===== src/rtl/cache_bus_arbiter.sv =====
// Two-way arbiter sharing one line-burst bus port between the I$ and D$ bus interfaces.
// Define CACHE_ARB_ROUNDROBIN_EN for round-robin tie-break; default is fixed D$ priority.
module cache_bus_arbiter #(
    parameter int PA_BITS      = 34,
    parameter int LOGBWPL      = 3,
    parameter int BEATSPERLINE = 8
) (
    input  logic               clk,
    input  logic               reset,
    input  logic [1:0]         ICacheBusRW,
    input  logic [PA_BITS-1:0] ICacheBusAdr,
    input  logic [1:0]         DCacheBusRW,
    input  logic [PA_BITS-1:0] DCacheBusAdr,
    output logic               ICacheBusAck,
    output logic               DCacheBusAck,
    output logic [LOGBWPL-1:0] IBeatCount,
    output logic [LOGBWPL-1:0] DBeatCount,
    output logic               IGrant,
    output logic               DGrant,
    output logic [1:0]         BusRW,
    output logic [PA_BITS-1:0] BusAdr,
    input  logic               BeatDone
);

    typedef enum logic [1:0] {StIdle, StIBus, StDBus} state_t;

    state_t             state_q, state_d;
    logic [LOGBWPL-1:0] beat_q, beat_d;
    logic               i_req, d_req, tie_to_d, last_beat;

`ifdef CACHE_ARB_ROUNDROBIN_EN
    logic last_grant_q, last_grant_d;  // 0 = I$ granted last, 1 = D$
    assign tie_to_d = ~last_grant_q;
`else
    assign tie_to_d = 1'b1;
`endif

    assign i_req     = ICacheBusRW[1];
    assign d_req     = |DCacheBusRW;
    assign last_beat = (beat_q == LOGBWPL'(BEATSPERLINE - 1));

    always_comb begin
        state_d      = state_q;
        beat_d       = beat_q;
        ICacheBusAck = 1'b0;
        DCacheBusAck = 1'b0;
        IBeatCount   = '0;
        DBeatCount   = '0;
        IGrant       = 1'b0;
        DGrant       = 1'b0;
        BusRW        = 2'b00;
        BusAdr       = '0;
        case (state_q)
            StIdle: begin
                beat_d = '0;
                if (i_req && d_req) begin
                    state_d = tie_to_d ? StDBus : StIBus;
                end else if (d_req) begin
                    state_d = StDBus;
                end else if (i_req) begin
                    state_d = StIBus;
                end
            end
            StIBus: begin
                IGrant     = 1'b1;
                BusRW      = {ICacheBusRW[1], 1'b0};
                BusAdr     = ICacheBusAdr;
                IBeatCount = beat_q;
                if (!i_req) begin
                    // Abort: drop the burst without an ack.
                    state_d = StIdle;
                    beat_d  = '0;
                end else if (BeatDone) begin
                    if (last_beat) begin
                        ICacheBusAck = 1'b1;
                        beat_d       = '0;
                        state_d      = StIdle;
                    end else begin
                        beat_d = beat_q + LOGBWPL'(1);
                    end
                end
            end
            StDBus: begin
                DGrant     = 1'b1;
                BusRW      = DCacheBusRW;
                BusAdr     = DCacheBusAdr;
                DBeatCount = beat_q;
                if (!d_req) begin
                    state_d = StIdle;
                    beat_d  = '0;
                end else if (BeatDone) begin
                    if (last_beat) begin
                        DCacheBusAck = 1'b1;
                        beat_d       = '0;
                        state_d      = StIdle;
                    end else begin
                        beat_d = beat_q + LOGBWPL'(1);
                    end
                end
            end
            default: begin
                state_d = StIdle;
                beat_d  = '0;
            end
        endcase
    end

`ifdef CACHE_ARB_ROUNDROBIN_EN
    always_comb begin
        last_grant_d = last_grant_q;
        if (state_q == StIdle && state_d == StDBus) begin
            last_grant_d = 1'b1;
        end else if (state_q == StIdle && state_d == StIBus) begin
            last_grant_d = 1'b0;
        end
    end
`endif

    always_ff @(posedge clk) begin
        if (reset) begin
            state_q <= StIdle;
            beat_q  <= '0;
        end else begin
            state_q <= state_d;
            beat_q  <= beat_d;
        end
    end

`ifdef CACHE_ARB_ROUNDROBIN_EN
    always_ff @(posedge clk) begin
        if (reset) begin
            last_grant_q <= 1'b0;
        end else begin
            last_grant_q <= last_grant_d;
        end
    end
`endif

endmodule


===== config.mk =====
export PLATFORM = sky130hd
export DESIGN_NAME = cache_bus_arbiter
export DESIGN_NICKNAME = d
export VERILOG_FILES = /design/src/rtl/cache_bus_arbiter.sv
export SDC_FILE = /design/constraint.sdc
export NUM_CORES = 1
export LEC_CHECK = 0
export ABC_AREA = 1
export CAP_MARGIN = 20
export CORE_MARGIN = 1
export CORE_UTILIZATION = 26
export CTS_CLUSTER_SIZE = 12
export DETAILED_ROUTE_END_ITERATION = 8
export GPL_TIMING_DRIVEN = 0
export PLACE_DENSITY = 0.83
export SYNTH_ARGS = -nofsm -noshare
export SYNTH_HDL_FRONTEND = slang
export SYNTH_SLANG_ARGS = --single-unit

===== constraint.sdc =====
create_clock -name clk -period 2.34 [get_ports clk]
set_clock_uncertainty 0.05 [all_clocks]
set_input_delay 0.702 -clock clk [delete_from_list [all_inputs] [get_ports clk]]
set_output_delay 0.702 -clock clk [all_outputs]
set_load 0.01 [all_outputs]

**Word level (Yosys, flattened, before mapping)**

Index checks and enable logic that the tools add are counted.

- Register bits: 5
- Bits in latches: 0
- Memory bits (writable): 0
- Bits in read-only memories: 0
- Input bits: 75
- Output and inout port bits: 46
- Memories kept: 0

- Add/sub/neg operators: 1
- Multipliers: 0
- Divide/modulo/power cells: 0
- Order comparisons: 0
- Equality and inequality tests: 4
- Shift-type cells: 0
- Mux-type cells: 25
- Bitwise operators: 0
- Reductions and logical operators: 3

Operators by type and width:

| cell | number |
|---|---|
| $pmux W34 S2 | 1 |
| $mux W3 | 6 |
| $mux W2 | 7 |
| $mux W1 | 8 |
| $pmux W2 S3 | 1 |
| $pmux W3 S2 | 1 |
| $ne A4 B4 Y1 const B | 1 |
| $pmux W2 S2 | 1 |
| $add A3 B1 Y3 const B | 1 |
| $eq A3 B3 Y1 const B | 1 |
| $eq A2 B1 Y1 const B | 1 |
| $eq A2 B2 Y1 const B | 1 |
| $logic_not A2 Y1 | 1 |
| $reduce_or A2 Y1 | 1 |
| $logic_and A1 B1 Y1 | 1 |

**Depth between registers and ports, before layout**

- Word-level depth: 5
- Gate-level depth with buffers: 8
- Mapped depth without buffers: 8

**Worst setup path before layout**

OpenSTA, ideal clock, no wires.

- Kind: register -> output
- From: register state_q[0]
- To: output BusAdr[0]
- Arrival: 1.221 ns
- Required time: 1.588 ns
- Path slack: 0.367 ns
- Stages on the path, launching flop included: 7
- Buffers on the path: 2
- Cells stage by stage: dfxtp_1 -> inv_1 -> ha_1 -> buf_4 -> buf_6 -> nand2_1 -> a21oi_1

- Word-level cells in the longest chain between the ends: 2

Ends and longest elaborated chain:

| what | line | source |
|---|---|---|
| start: declaration | 27 | `state_t state_q, state_d;` |
| start signal: assignment | 121 | `state_q <= StIdle;` |
| start signal: assignment | 124 | `state_q <= state_d;` |
| $eq A2 B2 Y1 or $eq A2 B1 Y1 (tied branches) | 53 | `case (state_q)` |
| $pmux W34 S2 * | 53 |  |
| end: declaration | 21 | `output logic [PA_BITS-1:0] BusAdr,` |

Every way passes the cells marked *; elsewhere a longest branch is shown, timed or not.

**Worst setup path in the final report**

- From: input ICacheBusAdr[31]
- To: output BusAdr[31]

- Word-level cells in the longest chain between the ends: 1

Ends and longest elaborated chain:

| what | line | source |
|---|---|---|
| start: declaration | 11 | `input logic [PA_BITS-1:0] ICacheBusAdr,` |
| $pmux W34 S2 | 53 |  |

Every way passes these cells.

==> impl_metrics.ini <==
[cts]
clkTransAtPathRegs_ns = 0.04
clock_sinks = 5
cts_tree = done
numCtsBuffers = 3
ctsRootBufferMaster = clkbuf_4
clk_latency_ns = 0.24
hold_buffers = 0
clock_path_buffers = 2
htreeDepth = 1

[setup_path]
r2r_setup_slack_ns = 1.01
crit_arrival_ns = 1.51
crit_end = BusAdr[31]
start_kind = input port
required_ns = 1.59
timing.rr.end = state_q[1]
crit_type = in2out
rr_startpoint = state_q[0]
startpoint = ICacheBusAdr[31]
ff2ff_path_depth = 9
cp_max_fo = 1
critPathCaptureType = primary output

[yosys]
netlist_instances = 183
synth.distinct_cells = 19
synth_top_area_frac = 0.3614
avgSynthCellArea_um2 = 5.107
yosysSeqAreaShare = 0.1071
syn_nets = 264
yosysTopAreaCell = nand2_1
yosys_register_bits = 5
syn-cell-area_um2 = 934.6
synth_area_leaders = nand2_1, a21oi_1, dfxtp_1
yosys_warnings = 0

[global_routing]
use_met3 = 0.02899
overflow = 0
antenna_found_initial = 0
first_global_vias = 1379
grt_max_degree = 11
met2_usage = 0.4134
grt.busiest_layer = met2
use_met1 = 0.2386
grt_pass1_wl_um = 6134
grt.total_usage = 0.2086

[finish]
fin_util = 0.6563
final_layout_size_suffix_gt1_frac = 0.2580
area_delta_synth_final_pct = 138.0
finish.net_count = 396
mostFrequentLayoutCells = nand2_1, clkdlybuf4s50_1, buf_2, a21oi_1, inv_1
fillCellCount = 318
final_cells = 360
diodes = 0
multiInputGateArea_um2 = 755.7
layout_commonest_cell = nand2_1
seq_area_um2 = 107.6

[floorplan]
die_height_um = 61.96
rows = 21
die_w_um = 61.96
initial_core_util = 0.2757
dieArea_um2 = 3838
pin_count = 121
coreArea_um2 = 3390

[sta]
grt_setup_unrepaired = false
slew_viol_final = 0
slew_headroom = 0.8704
setup_slack_ns = 0.07358
worst_pin_slew_ns = 0.1944
finalCriticalPeriod_ns = 2.266
setup_viol = 0
fmax_mhz = 441.2
finalCritPeriodShare = 0.9686
hold_violations = 0

[drt]
wl_um = 4513
drc_errors = 0
first_iter_violations = 74
wire_per_inst_um = 12.54
ant_nets = 0
dr.pass1.iters = 6
viasPerCell = 4.500
vias = 1620

[power_and_ir_drop]
power.density_nw_per_um2 = 297.8
seq_power_share = 0.149
p_sw_uw = 252.4
p_sw_frac = 0.3809
clkPwrFrac = 0.150
cellInternalPower_uw = 410.2
cellLeakagePower_nw = 1.068
pwr-share-comb = 0.702
peakVddDrop_mv = 0.2738

[placement]
place.gp.congestion = 0.8527
place_ws_ns = -0.4384
numPortBuffers = 118
hpwlAfterDp_um = 3357
placedCellCount = 347

[worst_hold_path]
hold_class = reg2reg
hp-start = beat_q[2]

[outcome]
run_status = finished, final reports clean

[run]
cap_violations = 0
==> kinds of logic after synthesis <==
logic type,count (synthesis),share of synthesized area
compound gates,42,0.2262
fa+ha+maj,6,0.08032
buf+inv,27,0.1566
flops,5,0.1071
simple gates,103,0.4297
==> critical path, stage by stage <==
cell             delay (ns)
clkdlybuf4s50_1        0.46
nand2_1                0.05
a21oi_1                0.15
buf_2                  0.15
==> stage by stage <==
| stage | area, um2 | TNS (ns) | hold slack, ns | total power, mW |
|---|---|---|---|---|
| 3_5_place_dp | 2173 | -12.50 | 0.4526 | 0.5158 |
| 4_1_cts | 2165 | 0 | 0.4519 | 0.6302 |
| 2_1_floorplan | 934.6 | 0 | 0.4201 | 0.2750 |
| 3_3_place_gp | 2173 | -12.22 | 0.4522 | 0.5120 |
| 6_report | 2225 | 0 | 0.4675 | 0.6626 |
| 5_1_grt | 2225 | 0 | 0.4941 | 0.7186 |
==> metal layers <==
metal / vias up / part of all wire
met5: - / 0
met2: 71 / 0.51
met3: 2 / 0.081
met1: 709 / 0.41
met4: 0 / 0.0060
li1: 838 / -
==> how the worst min path moves through the flow <==
| stage | endpoint | cells after the start |
|---|---|---|
| finish | beat_q[2] | 2 |
| floorplan | state_q[1] | 2 |
| detailed placement | state_q[0] | 2 |
| global placement | state_q[1] | 2 |
| global route | beat_q[1] | 2 |
| CTS | state_q[1] | 2 |
==> synth_stat cells <==
cell,number
inv_2,1
nand2_1,90
buf_2,2
o21ai_0,1
buf_6,3
clkbuf_1,1
or2_2,1
a31oi_1,1
buf_4,5
nand4_1,1
nand3_2,1
nor3_1,2
nand3_1,1
clkbuf_2,1
dfxtp_1,5
nor2_1,7
inv_1,14
ha_1,6
a21oi_1,40
==> state kept, by name (all words and copies together) (netlist names) <==
signal,count
beat_q,3
state_q,2
==> area by class of cell <==
cell class                 count  share of cell area
multi-input combinational    151              0.3397
inverter                      15             0.02981
buffer                        12             0.05624
tap                           46             0.02587
sequential                     5             0.04837
clock buffer                   4             0.01181
timing repair buffer         127              0.4882
==> power by group through the flow <==
stage | sequential (mW) | combinational (mW) | clock [mW]
2_1_floorplan | 0.0951 | 0.180 | 0
3_3_place_gp | 0.0964 | 0.416 | 0
3_5_place_dp | 0.0965 | 0.419 | 0
4_1_cts | 0.0964 | 0.432 | 0.102
5_1_grt | 0.0989 | 0.507 | 0.113
6_report | 0.0986 | 0.465 | 0.0992
==> repair_timing <==
item,4_1_cts,5_1_grt
gates resized for setup,170,24
cloned,0,2
setup endpoints to repair,44,30
buffers inserted,6,1
pin swaps,0,1
(Power assumes the default switching activity.)
